--- config.mk ---
export PLATFORM = sky130hd
export DESIGN_NAME = wb_cmd_master
export DESIGN_NICKNAME = d
export VERILOG_FILES = /design/src/rtl/wb_cmd_master_pkg.sv /design/src/rtl/wb_cmd_fifo.sv /design/src/rtl/wb_cmd_master.sv
export SDC_FILE = /design/constraint.sdc
export NUM_CORES = 1
export LEC_CHECK = 0
export ABC_CLOCK_PERIOD_IN_PS = 7000
export BUFFER_PORTS_ARGS = -buffer_cell sky130_fd_sc_hd__buf_2
export CORE_UTILIZATION = 35
export CTS_CLUSTER_DIAMETER = 60
export DETAILED_ROUTE_END_ITERATION = 10
export SLEW_MARGIN = 20
export SYNTH_ARGS = -nofsm -noshare
export SYNTH_HDL_FRONTEND = slang
export SYNTH_HIERARCHICAL = 1
export SYNTH_SLANG_ARGS = --single-unit
--- constraint.sdc ---
create_clock -name clk -period 7 [get_ports clk]
set_input_delay 1.05 -clock clk [delete_from_list [all_inputs] [get_ports clk]]
set_output_delay 1.05 -clock clk [all_outputs]
set_load 0.01 [all_outputs]
--- src/rtl/wb_cmd_master_pkg.sv ---
// Shared definitions for the Wishbone command master.
//   state_t          : FSM state encoding (also exported on the debug port)
//   cmd_entry_t      : one queued command {we, adr, dat, sel}
//   *_W / ENTRY_W    : command field widths and total FIFO entry width
//   TIMEOUT_DEFAULT  : default number of bus cycles to wait for an ack
package wb_cmd_master_pkg;

  typedef enum logic [1:0] {
    ST_IDLE = 2'd0,
    ST_BUS  = 2'd1,
    ST_RESP = 2'd2
  } state_t;

  localparam int WE_W    = 1;
  localparam int ADR_W   = 32;
  localparam int DAT_W   = 32;
  localparam int SEL_W   = 4;
  localparam int ENTRY_W = WE_W + ADR_W + DAT_W + SEL_W;

  localparam int TIMEOUT_DEFAULT = 200;

  typedef struct packed {
    logic             we;
    logic [ADR_W-1:0] adr;
    logic [DAT_W-1:0] dat;
    logic [SEL_W-1:0] sel;
  } cmd_entry_t;

endpackage

--- src/rtl/wb_cmd_fifo.sv ---
// Registered command FIFO with no fall-through: a word written on an edge
// becomes visible at rd_data only after that edge.
// Ports:
//   clk, rst_n        : clock, asynchronous active-low reset (flushes contents)
//   wr_en, wr_data    : push request/data, ignored when full
//   full              : no room for another word
//   rd_en             : pop the head, ignored when empty
//   rd_data, empty    : current head word, FIFO holds nothing
// DEPTH must be a power of two (>= 2) so the pointers wrap naturally.
module wb_cmd_fifo #(
  parameter int DEPTH = 2,
  parameter int WIDTH = 69
) (
  input  logic             clk,
  input  logic             rst_n,
  input  logic             wr_en,
  input  logic [WIDTH-1:0] wr_data,
  output logic             full,
  input  logic             rd_en,
  output logic [WIDTH-1:0] rd_data,
  output logic             empty
);

  localparam int PTR_W = $clog2(DEPTH);
  localparam int CNT_W = PTR_W + 1;

  logic [WIDTH-1:0] mem [DEPTH];
  logic [PTR_W-1:0] wr_ptr;
  logic [PTR_W-1:0] rd_ptr;
  logic [CNT_W-1:0] count;
  logic             wr_ok;
  logic             rd_ok;

  assign wr_ok   = wr_en && !full;
  assign rd_ok   = rd_en && !empty;
  assign full    = (count == CNT_W'(DEPTH));
  assign empty   = (count == '0);
  assign rd_data = mem[rd_ptr];

  always_ff @(posedge clk or negedge rst_n) begin
    if (!rst_n) begin
      wr_ptr <= '0;
      rd_ptr <= '0;
      count  <= '0;
    end else begin
      if (wr_ok) wr_ptr <= wr_ptr + PTR_W'(1);
      if (rd_ok) rd_ptr <= rd_ptr + PTR_W'(1);
      // Simultaneous push and pop leaves the occupancy unchanged.
      case ({wr_ok, rd_ok})
        2'b10:   count <= count + CNT_W'(1);
        2'b01:   count <= count - CNT_W'(1);
        default: count <= count;
      endcase
    end
  end

  // Storage needs no reset: only the pointers/count define validity.
  always_ff @(posedge clk) begin
    if (wr_ok) mem[wr_ptr] <= wr_data;
  end

endmodule

--- src/rtl/wb_cmd_master.sv ---
// Wishbone command master: queues commands in a small FIFO and issues them
// one at a time as single Wishbone classic cycles, returning one response
// per command (read data or zero, plus an error flag on timeout).
// Ports:
//   clk, rst_n                 : clock, asynchronous active-low reset
//   cmd_valid/cmd_ready        : command handshake; cmd_we/adr/dat/sel payload
//   rsp_valid/rsp_ready        : response handshake; rsp_dat/rsp_err payload
//   wbm_*_o, wbm_dat_i/ack_i   : Wishbone initiator interface
//   busy                       : commands queued or a transaction in flight
//   dbg_state                  : current FSM state, for observation only
// Handshakes: a transfer happens on a rising edge where valid && ready; the
// producer holds valid and payload stable until it does. rsp_valid/data
// hold until accepted.
module wb_cmd_master
  import wb_cmd_master_pkg::*;
#(
  parameter int DEPTH   = 2,
  parameter int TSIZE   = 8,
  parameter int TIMEOUT = TIMEOUT_DEFAULT
) (
  input  logic        clk,
  input  logic        rst_n,
  input  logic        cmd_valid,
  output logic        cmd_ready,
  input  logic        cmd_we,
  input  logic [31:0] cmd_adr,
  input  logic [31:0] cmd_dat,
  input  logic [3:0]  cmd_sel,
  output logic        rsp_valid,
  input  logic        rsp_ready,
  output logic [31:0] rsp_dat,
  output logic        rsp_err,
  output logic        wbm_cyc_o,
  output logic        wbm_stb_o,
  output logic [31:0] wbm_adr_o,
  output logic        wbm_we_o,
  output logic [31:0] wbm_dat_o,
  output logic [3:0]  wbm_sel_o,
  input  logic [31:0] wbm_dat_i,
  input  logic        wbm_ack_i,
  output logic        busy,
  output state_t      dbg_state
);

  state_t             state_q, state_d;
  logic [TSIZE-1:0]   tmo_q;
  logic               tmo_hit;
  logic               pop;
  logic               fifo_full;
  logic               fifo_empty;
  cmd_entry_t         push_entry;
  cmd_entry_t         head;
  logic               bus_q;

  assign push_entry = '{we: cmd_we, adr: cmd_adr, dat: cmd_dat, sel: cmd_sel};

  wb_cmd_fifo #(
    .DEPTH (DEPTH),
    .WIDTH (ENTRY_W)
  ) u_fifo (
    .clk     (clk),
    .rst_n   (rst_n),
    .wr_en   (cmd_valid),
    .wr_data (push_entry),
    .full    (fifo_full),
    .rd_en   (pop),
    .rd_data (head),
    .empty   (fifo_empty)
  );

  assign cmd_ready = !fifo_full;
  assign busy      = !fifo_empty || (state_q != ST_IDLE);
  assign wbm_cyc_o = bus_q;
  assign wbm_stb_o = bus_q;
  assign dbg_state = state_q;

  // Counter reaches TIMEOUT-1 on the TIMEOUT-th bus cycle without an ack.
  assign tmo_hit = (tmo_q == TSIZE'(TIMEOUT - 1));

  always_comb begin
    state_d = state_q;
    pop     = 1'b0;
    case (state_q)
      ST_IDLE: begin
        if (!fifo_empty) begin
          pop     = 1'b1;
          state_d = ST_BUS;
        end
      end
      ST_BUS: begin
        if (wbm_ack_i || tmo_hit) state_d = ST_RESP;
      end
      ST_RESP: begin
        if (rsp_ready) state_d = ST_IDLE;
      end
      default: state_d = ST_IDLE;
    endcase
  end

  always_ff @(posedge clk or negedge rst_n) begin
    if (!rst_n) begin
      state_q   <= ST_IDLE;
      tmo_q     <= '0;
      bus_q     <= 1'b0;
      wbm_adr_o <= '0;
      wbm_we_o  <= 1'b0;
      wbm_dat_o <= '0;
      wbm_sel_o <= '0;
      rsp_valid <= 1'b0;
      rsp_dat   <= '0;
      rsp_err   <= 1'b0;
    end else begin
      state_q <= state_d;
      case (state_q)
        ST_IDLE: begin
          if (!fifo_empty) begin
            bus_q     <= 1'b1;
            tmo_q     <= '0;
            wbm_adr_o <= head.adr;
            wbm_we_o  <= head.we;
            wbm_dat_o <= head.dat;
            wbm_sel_o <= head.sel;
          end
        end
        ST_BUS: begin
          // Ack wins over a coincident timeout.
          if (wbm_ack_i) begin
            bus_q     <= 1'b0;
            rsp_valid <= 1'b1;
            rsp_err   <= 1'b0;
            rsp_dat   <= wbm_we_o ? '0 : wbm_dat_i;
          end else if (tmo_hit) begin
            bus_q     <= 1'b0;
            rsp_valid <= 1'b1;
            rsp_err   <= 1'b1;
            rsp_dat   <= '0;
          end else begin
            tmo_q <= tmo_q + TSIZE'(1);
          end
        end
        ST_RESP: begin
          if (rsp_ready) rsp_valid <= 1'b0;
        end
        default: ;
      endcase
    end
  end

endmodule
==> qor.txt <==
Slew Limit Headroom - 0.362
Core area - 28700 µm²
Worst vdd ir - 0.226 mV
Hold depth - 2
Layout Skew - 0.0258 ns
Initial DRC count - 271
Routed WL - 21400 µm
Sw frac - 0.343
Initial antenna violation count - 3
CP bufs+invs - 1
Post-synthesis cell area - 10200 µm²
Post-synth EDFFs - 138
Worst path cell trace - nor2_1 -> nand2_1 -> buf_2
Sw Pwr - 2.00 mW
Max Fclk - 380 MHz
Die Width - 173 µm
WHS Endpoint - wbm_adr_o[8]
Average wire per standard cell - 15.8 µm
YS warnings - 6
Vert. Die Dim - 173 µm
Tmin final - 2.63 ns
Vias - 6221
R2R Path End - u_fifo/count[1]
ANT nets after route - 0
R2r startpoint - u_fifo/count[0]
Largest net degree at the start of global routing - 75
Critical path data required time - 5.95 ns
CTS resizes - 0
Post-CTS Setup Repair Bufs - 0
Crit path DAT - 1.58 ns
H-Tree Depth - 1
Flop pwr share - 0.420
Critical path depth in cells - 3
Total GRT Usage - 0.143
CP max stage delay - 0.42 ns
Total die area - 29900 µm²
Setup violators final - 0
Layout cells sized above 1 - 0.359
Pwr per Cell Area - 469 nW/µm²
Num ports - 215
# hold bufs at CTS - 0
HP Start - wbm_adr_o[8]
Gr ovfl total - 0
HPWL after DPL - 13000 µm
Slowest CP cell - dfrtp_1
Int Pwr - 3.83 mW
Final max-slew violation count - 0
Hold crit path type - reg2reg
Leakage Power - 5.64 nW
Clk slew on worst S/H paths - 0.06 ns
Netlist cell types - 45
CTS sink count - 256
Starting density of the core - 0.357
Syn Inst Count - 729
RSZ-0062 raised after global routing - false
Synth Register Bits - 256
Sequential share of the synthesized area - 0.693
Pre-CTS WS - 3.81 ns
Final period utilization - 0.376
Max-Cap Viols - 0
Run status - finished clean
Clk Latency, worst-skew pair - 0.54 ns
Reg2reg setup slack - 4.44 ns
Sum of negative setup slack - 0 ns
First-pass iteration count of the detailed router - 6
First-pass GRT wire length - 34400 µm
Crit path max-delay family - simple AND/OR/NAND/NOR gates
Crit path kind - reg2out
CP endpoint kind - output port
Fin nets - 1053
Most used DFF post-synth - edfxtp_1
Root Driver - clkbuf_16
Final Hold Viols - 0
Remaining DRCs - 0
Port Buffer Count - 214
Max FO, Critical Path - 4
Slew @ Worst Pin - 0.957 ns
Clock power share - 0.237
CTS tree - yes
FP Rows - 62
Setup ws final - 4.37 ns
Vias per cell - 4.59
Startpoint Class - register
Async S/R FF share, synth - 0.461
Routability cong. - 0.774
Cts bufs inserted - 28
Mean Syn Cell Area - 14.0 µm²
Number of global-route vias before repair - 6387
Cells on worst reg2reg path - 7
Combinational power share - 0.343
CTS Buffer Depth - 3
Syn nets - 837
Synth-to-layout area growth - 21.4%
## per-layer routing
metal	global-route usage	part of all wire	vias up
met4	0.0336	0.025	2
met5	0	0.00056	-
met2	0.238	0.46	188
li1	-	-	2951
met3	0.0361	0.062	36
met1	0.188	0.45	3044
## power groups by stage
| stage | clock network (mW) | logic [mW] | registers [mW] |
|---|---|---|---|
| 2_1_floorplan | 0 | 1.37 | 2.54 |
| 3_3_place_gp | 0 | 1.98 | 2.47 |
| 3_5_place_dp | 0 | 2.03 | 2.48 |
| 4_1_cts | 1.43 | 2.03 | 2.46 |
| 5_1_grt | 1.48 | 2.24 | 2.52 |
| 6_report | 1.38 | 2.00 | 2.45 |
## worst max path at each step
stage                     slack (ns)           endpoint            start
after floorplan                 2.48   u_fifo/mem[0][0]        cmd_valid
after global placement          3.87  u_fifo/mem[0][14]        cmd_valid
after detailed placement        3.81  u_fifo/mem[0][14]        cmd_valid
after CTS                       4.26          wbm_cyc_o  u_fifo/count[0]
after global routing            4.09    u_fifo/count[1]  u_fifo/count[0]
final                           4.37               busy  u_fifo/count[0]
## final cells by class
cell class,count,area (µm²)
inverter,6,23.8
antenna,3,7.51
sequential,256,7100
timing repair buffer,222,1180
fill,2686,16300
clock buffer,45,826
clock inverter,7,51.3
multi-input combinational,431,2760
tap,384,480
## kinds of logic (layout without fill, tap and decap cells)
logic type,after synthesis,after routing,synth area share
muxes,70,70,0.102
AOI/OAI and AO/OA,44,44,0.0334
adders and majority gates,2,2,0.00244
buffers and inverters,42,280,0.0397
other,0,3,0
and+or+nand+nor,306,306,0.121
DFF,256,256,0.693
xor gates and xnor gates,9,9,0.00770
## Yosys cell counts, types with 2 or more instances
cell type	instances	area, µm²
nand2_1	276	1040
edfxtp_1	138	4140
dfrtp_1	118	2950
mux2_4	69	1040
a22oi_1	28	210
buf_2	9	45.0
nor2_1	8	30.0
buf_12	7	140
xnor2_1	7	61.3
clkbuf_1	6	22.5
clkbuf_8	6	82.6
inv_1	6	22.5
nand3_1	4	20.0
a22oi_2	3	37.5
buf_6	3	33.8
buf_8	3	45.0
o21ai_0	3	15.0
a21oi_1	2	10.0
buf_4	2	15.0
ha_1	2	25.0
nand2b_1	2	12.5
nor4_1	2	12.5
o31ai_1	2	15.0
xor2_1	2	17.5
## worst reg2reg max path: cells and delay by family (launching register included)
family | cells | cell delay, ns
fa+ha+maj | 1 | 0.32
flops | 1 | 0.42
buf+inv | 1 | 0.14
simple gates | 4 | 1.44
xor+xnor | 1 | 0.17
## cells in the final DEF, fill, tap and decap left out, types with 2 or more instances in the layout
cell type / n
a21oi_1: 2
a22oi_1: 28
a22oi_2: 3
buf_16: 2
buf_2: 213
buf_4: 5
clkbuf_1: 12
clkbuf_16: 29
clkbuf_8: 4
clkinv_2: 5
dfrtp_1: 117
diode_2: 3
edfxtp_1: 138
ha_1: 2
inv_1: 5
mux2_4: 69
nand2_1: 276
nand2b_1: 2
nand3_1: 4
nor2_1: 7
nor4_1: 2
o21ai_0: 3
o31ai_1: 2
xnor2_1: 7
xor2_1: 2
## flip-flops by register name, indices dropped and copies added (netlist names), 2 cells and up
name          cells
u_fifo/mem      138
rsp_dat          32
wbm_adr_o        32
wbm_dat_o        32
tmo_q             8
wbm_sel_o         4
dbg_state         2
u_fifo/count      2
## stage by stage
stage	power [mW]	std cells	instance area [µm²]	hold slack (ns)	util
3_5_place_dp	4.51	1297	11500	0.458	0.400
3_3_place_gp	4.45	1296	11500	0.454	0.400
4_1_cts	5.92	1349	12400	0.472	0.431
5_1_grt	6.24	1351	12400	0.492	0.433
6_report	5.83	1354	12400	0.464	0.433
2_1_floorplan	3.92	729	10200	0.461	-
Power figures use the tool's default switching activity.
